**src/rtl/srl_fifo_drain_arb.sv**
```systemverilog
`timescale 1ns/1ps
// srl_fifo_drain_arb
// Round-robin drain arbiter: moves beats from nreq upstream SRL FIFOs into one
// shared downstream SRL FIFO.
//
// Handshake: a beat moves in cycle t exactly when the FSM is in BURST, the
// granted upstream FIFO is not empty (EMPTY_N[sel]) and the downstream FIFO is
// not full (OUT_FULL_N). In that cycle DEQ[sel] and OUT_ENQ are both high, and
// OUT_D/OUT_EOP carry the head beat of the granted FIFO. Both strobes are
// combinational from registered state and the current flags, so FIFO flags
// are honored in the same cycle. OUT_D/OUT_EOP are meaningful only while
// OUT_ENQ is high.
//
// A grant is held for a whole packet (until a beat with EOP moves) or until
// max_burst beats have moved (max_burst=0 means no limit). Each grant is
// followed by exactly one IDLE cycle, in which the next requester is chosen
// by scanning upward from the one after the last granted index.
//
// DBG_STATE / DBG_LAST expose the FSM state and the round-robin pointer for
// checkers.
module srl_fifo_drain_arb #(
  parameter int width     = 32,
  parameter int nreq      = 4,
  parameter int max_burst = 8
) (
  input  logic                     CLK,
  input  logic                     RST_N,
  input  logic                     CLR,
  input  logic [nreq-1:0]          EN,
  input  logic [nreq-1:0]          EMPTY_N,
  input  logic [nreq-1:0]          EOP,
  input  logic [nreq*width-1:0]    D_IN,
  output logic [nreq-1:0]          DEQ,
  input  logic                     OUT_FULL_N,
  output logic                     OUT_ENQ,
  output logic [width-1:0]         OUT_D,
  output logic                     OUT_EOP,
  output logic [nreq-1:0]          GRANT,
  output logic                     BUSY,
  output logic                     DBG_STATE,
  output logic [$clog2(nreq)-1:0]  DBG_LAST
);

  localparam int sel_w  = $clog2(nreq);
  localparam int beat_w = (max_burst == 0) ? 1 : $clog2(max_burst + 1);

  // Beat count at which a limited burst ends (on a transfer).
  localparam logic [beat_w-1:0] beats_last =
    (max_burst == 0) ? '0 : beat_w'(max_burst - 1);

  typedef enum logic {
    S_IDLE  = 1'b0,
    S_BURST = 1'b1
  } state_t;

  state_t             state_q, state_d;
  logic [sel_w-1:0]   sel_q, sel_d;
  logic [sel_w-1:0]   last_q, last_d;
  logic [beat_w-1:0]  beats_q, beats_d;

  logic               clr_any;
  logic               in_burst;
  logic               xfer;
  logic               limit_hit;
  logic               burst_end;
  logic [nreq-1:0]    elig;
  logic               pick_found;
  logic [sel_w-1:0]   pick_idx;
  int                 scan_idx;
  logic [sel_w-1:0]   scan_sel;

  // Reset and clear act identically; both also squash any transfer this cycle.
  assign clr_any  = !RST_N || CLR;
  assign in_burst = (state_q == S_BURST) && !clr_any;
  assign xfer     = in_burst && EMPTY_N[sel_q] && OUT_FULL_N;

  // The limit term is tied off when bursts are unlimited.
  assign limit_hit = (max_burst != 0) && (beats_q == beats_last);
  assign burst_end = xfer && (EOP[sel_q] || limit_hit);

  // Requesters that may win the next arbitration (EN only matters here).
  assign elig = EN & EMPTY_N;

  // Round-robin scan: start just after the last granted index, wrap around,
  // take the first eligible requester.
  always_comb begin
    pick_found = 1'b0;
    pick_idx   = '0;
    scan_idx   = 0;
    scan_sel   = '0;
    for (int i = 1; i <= nreq; i++) begin
      scan_idx = (int'(last_q) + i) % nreq;
      scan_sel = sel_w'(scan_idx);
      if (!pick_found && elig[scan_sel]) begin
        pick_found = 1'b1;
        pick_idx   = scan_sel;
      end
    end
  end

  // Next-state logic for the IDLE/BURST FSM and its bookkeeping registers.
  always_comb begin
    state_d = state_q;
    sel_d   = sel_q;
    last_d  = last_q;
    beats_d = beats_q;
    case (state_q)
      S_IDLE: begin
        if (pick_found) begin
          state_d = S_BURST;
          sel_d   = pick_idx;
          beats_d = '0;
        end
      end
      S_BURST: begin
        // An empty upstream FIFO or a full downstream FIFO simply stalls the
        // burst; the grant is kept with no timeout.
        if (xfer) begin
          beats_d = beats_q + 1'b1;
          if (burst_end) begin
            state_d = S_IDLE;
            last_d  = sel_q;
          end
        end
      end
      default: begin
        state_d = S_IDLE;
      end
    endcase
  end

  // State registers with synchronous active-low reset and synchronous clear.
  // last resets to nreq-1 so that requester 0 is scanned first.
  always_ff @(posedge CLK) begin
    if (clr_any) begin
      state_q <= S_IDLE;
      sel_q   <= '0;
      last_q  <= sel_w'(nreq - 1);
      beats_q <= '0;
    end else begin
      state_q <= state_d;
      sel_q   <= sel_d;
      last_q  <= last_d;
      beats_q <= beats_d;
    end
  end

  // Strobes, grant vector and the data mux for the granted requester.
  always_comb begin
    DEQ   = '0;
    GRANT = '0;
    if (xfer) begin
      DEQ[sel_q] = 1'b1;
    end
    if (in_burst) begin
      GRANT[sel_q] = 1'b1;
    end
    OUT_ENQ = xfer;
    BUSY    = in_burst;
    OUT_D   = D_IN[int'(sel_q)*width +: width];
    OUT_EOP = EOP[sel_q];
  end

  assign DBG_STATE = (state_q == S_BURST);
  assign DBG_LAST  = last_q;

  // Structural invariants of the strobes and grant.
  a_grant_onehot0 : assert property (@(posedge CLK) disable iff (!RST_N)
    $onehot0(GRANT));
  a_deq_onehot0 : assert property (@(posedge CLK) disable iff (!RST_N)
    $onehot0(DEQ));
  a_deq_within_grant : assert property (@(posedge CLK) disable iff (!RST_N)
    (DEQ & ~GRANT) == '0);
  a_enq_matches_deq : assert property (@(posedge CLK) disable iff (!RST_N)
    OUT_ENQ == (|DEQ));

endmodule

```
**config.mk**
```make
export PLATFORM = sky130hd
export DESIGN_NAME = srl_fifo_drain_arb
export DESIGN_NICKNAME = d
export VERILOG_FILES = /design/src/rtl/srl_fifo_drain_arb.sv
export SDC_FILE = /design/constraint.sdc
export NUM_CORES = 1
export LEC_CHECK = 0
export CAP_MARGIN = 20
export CELL_PAD_IN_SITES_DETAIL_PLACEMENT = 0
export CELL_PAD_IN_SITES_GLOBAL_PLACEMENT = 2
export CORE_AREA = 2 2 100 122
export DETAILED_ROUTE_END_ITERATION = 10
export DIE_AREA = 0 0 102 124
export PLACE_DENSITY_LB_ADDON = 0.1
export SYNTH_ARGS = -nofsm -noshare
export SYNTH_HDL_FRONTEND = slang
export SYNTH_SLANG_ARGS = --single-unit
export TNS_END_PERCENT = 5
```
**constraint.sdc**
```tcl
create_clock -name CLK -period 3.7 [get_ports CLK]
set_input_delay 0.74 -clock CLK [delete_from_list [all_inputs] [get_ports CLK]]
set_output_delay 0.74 -clock CLK [all_outputs]
set_load 0.005 [all_outputs]
```
==> impl_metrics.tcl, run 1 <==
set metrics [dict create \
    status "completed" \
    cpMostUsedCell "clkdlybuf4s50_1" \
    first_global_vias 1963 \
    grt_max_degree 29 \
    clock_path_buffers 2 \
    via_per_inst 4.090 \
    synth_top_area_share_pct 56.61 \
    synth.cell_area_sq_mm 0.001353 \
    grt_use_met3_pct 4.377 \
    die_h_um 124 \
    hpwl_mm 8.371 \
    power_density_mw_per_mm2 184.2 \
    grt_pass1_wl_mm 12.70 \
    ys_ff_latch 9 \
    grtUsageMet1_pct 15.16 \
    drive_above_1_share_pct 15.61 \
    drtPass1Iterations 4 \
    numPortBuffers 189 \
    synth_top_cell_by_area "mux4_2" \
    die-area_sq_mm 0.01265 \
    clk_pin_slew_worst_paths_ns 0.04 \
    worstPathCellList "clkdlybuf4s50_1, mux4_2, nand2_2, nor2_1, clkdlybuf4s50_1" \
    initial_core_util_pct 11.86 \
    slowest_delay_ns 0.56 \
    layout_min_cycle_time_ns 3.252 \
    yosysWarningCount 0 \
    async_flop_share_pct 0 \
    ys.flop_type "dfxtp_1" \
    numCtsBuffers 3 \
    cts-resized-gates 0 \
    final_cells 458 \
    dp_cells 454 \
    relSlewSlack_pct 65.82 \
    drtIter0Drc 45 \
    grt_util_met2_pct 25.86 \
    slew_violations 0 \
    drv_cap 0 \
    arrival_ns 2.51 \
    routed_wirelength_mm 9.707 \
    synth_common_cells "mux4_2, nand2_1, dfxtp_1, nor2_1, nand3_1" \
    vdd_drop_max_uv 228.8 \
    track_usage_pct 13.75 \
    synth_cells 113 \
    finalCritPeriodShare_pct 87.89 \
    gp_congestion 0.7762 \
    clkLatencyLatePin_ns 0.23 \
    antenna_cells 0 \
    cts_max_level 1 \
    p_leak_uw 0.001200 \
    syn_avg_cell_area_sq_um 11.97 \
    crit_type "in2out" \
    antenna_found_initial 0 \
    syn_to_final_growth_pct 158.6 \
    rows 43 \
    tightest_slew_ns 0.5128 \
    grt_overflow 0 \
    core_sq_mm 0.01141 \
    synth_edf_count 0 \
    vias 1873 \
    start_kind "input pin" \
    final_antenna_net_count 0 \
    required_ns 2.96 \
    busiest_layer "met2" \
    cts-root-buf "clkbuf_16" \
    setup_violations 0 \
    yosysSeqAreaShare_pct 13.32 \
    drcViolationCount 0 \
    hold_viol 0 \
    ctsHoldBuffers 0 \
    synth.most_common_cell "mux4_2" \
    clock_skew_ns 0.0005179 \
    rsz0062_at_grt "no" \
    fmax_mhz 307.5 \
    routedWlPerCell_um 21.19 \
    crit_path_end_kind "output pin" \
    hold_class "reg2reg" \
    die_w_um 102 \
    cts_tree "built" \
    clkSinkCount 9 \
    yosys-top-cells-area "mux4_2, dfxtp_1, nand2_1" \
    tns_ns 0 \
    cts_setup_buffers 0 \
    nNetsFinal 447 \
    synth_cell_types 35 \
    syn_nets 258 \
    critPathSlowestCell "mux4_2" \
    io_pins 190 \
    crit_fanout 8 \
]
==> power breakdown <==
| group | total, uW | switching (uW) | internal [uW] |
|---|---|---|---|
| registers | 105 | 4.97 | 99.8 |
| clock network | 189 | 44.9 | 144 |
| logic | 351 | 95.1 | 256 |
| total | 644 | 145 | 499 |
==> cells in the final DEF (no fill, tap or decap), types with 3 or more instances in the layout <==
master,synthesis,layout
nor2_1,8,8
buf_4,4,3
nand3_1,6,6
clkbuf_16,0,3
clkdlybuf4s50_1,0,189
mux4_2,34,34
a21oi_1,4,4
dfxtp_1,9,7
nand2_1,10,10
nand2b_1,3,3
a22oi_1,3,3
==> kinds of logic after synthesis <==
kind of cell | share of synthesized area [%]
simple gates | 13.69
mux | 57.35
compound gates | 9.807
buf+inv | 4.255
flops | 13.32
xor+xnor | 0.6477
fa+ha+maj | 0.9249
==> critical path, delay by kind of cell <==
| family | cells | cell delay (ns) |
|---|---|---|
| buf+inv | 2 | 0.92 |
| mux | 1 | 0.56 |
| simple gates | 2 | 0.29 |
==> registers in the layout, summed over array words and instances (netlist names) <==
register / flops
DBG_LAST: 2
sel_q: 2
DBG_STATE: 1
beats_q: 4
==> metal layers <==
| metal | share of wire, % | vias to the layer above |
|---|---|---|
| met5 | 0 | - |
| met4 | 1.1 | 0 |
| met3 | 12 | 6 |
| met2 | 51 | 112 |
| met1 | 36 | 900 |
| li1 | - | 855 |
==> per-stage QoR <==
step / power [uW] / instance area [sq um] / setup WS [ns] / hold WS, ns / utilization [%]
floorplan: 208.4 / 1353 / 1.513 / 0.4411 / -
global placement: 463.1 / 3420 / 0.4302 / 0.4739 / 29.98
detailed placement: 463.1 / 3420 / 0.4236 / 0.4817 / 29.98
CTS: 655.6 / 3498 / 0.4160 / 0.4909 / 30.67
global route: 672.6 / 3498 / 0.3125 / 0.5292 / 30.67
finish: 644.4 / 3498 / 0.4479 / 0.4909 / 30.67
==> final cells by class <==
class | instances | area, sq um
fillers | 1226 | 7908
repair buffers | 192 | 1914
multi-input cells | 93 | 1115
well taps | 157 | 196.4
flip-flops and latches | 9 | 182.7
clock buffers | 4 | 78.83
inverters | 3 | 11.26
==> path summary, 6_finish.rpt <==
check | from | endpoint | slack [ns] | cells after the start
max | EMPTY_N[3] | DEQ[1] | 0.45 | 5
min | beats_q[0] | beats_q[0] | 0.49 | 1
max reg2reg | sel_q[0] | DBG_STATE | 1.68 | 5
min reg2reg | beats_q[0] | beats_q[0] | 0.49 | 1
No activity file was read; power rests on OpenSTA's default activity.
==> run 2, diff against run 1 <==
--- a/config.mk
+++ b/config.mk
@@ -11,6 +11,7 @@
 export CORE_AREA = 2 2 100 122
 export DETAILED_ROUTE_END_ITERATION = 10
 export DIE_AREA = 0 0 102 124
+export HOLD_SLACK_MARGIN = 0.08
 export PLACE_DENSITY_LB_ADDON = 0.1
 export SYNTH_ARGS = -nofsm -noshare
 export SYNTH_HDL_FRONTEND = slang
==> results of run 2 <==
Same layout as run 1: the final DEF is identical, and so are final timing and power.
==> run 3, diff against run 2 <==
--- a/config.mk
+++ b/config.mk
@@ -9,6 +9,7 @@
 export CELL_PAD_IN_SITES_DETAIL_PLACEMENT = 0
 export CELL_PAD_IN_SITES_GLOBAL_PLACEMENT = 2
 export CORE_AREA = 2 2 100 122
+export CTS_CLUSTER_DIAMETER = 30
 export DETAILED_ROUTE_END_ITERATION = 10
 export DIE_AREA = 0 0 102 124
 export HOLD_SLACK_MARGIN = 0.08
==> results of run 3 <==
Same layout as run 1: the final DEF is identical, and so are final timing and power.
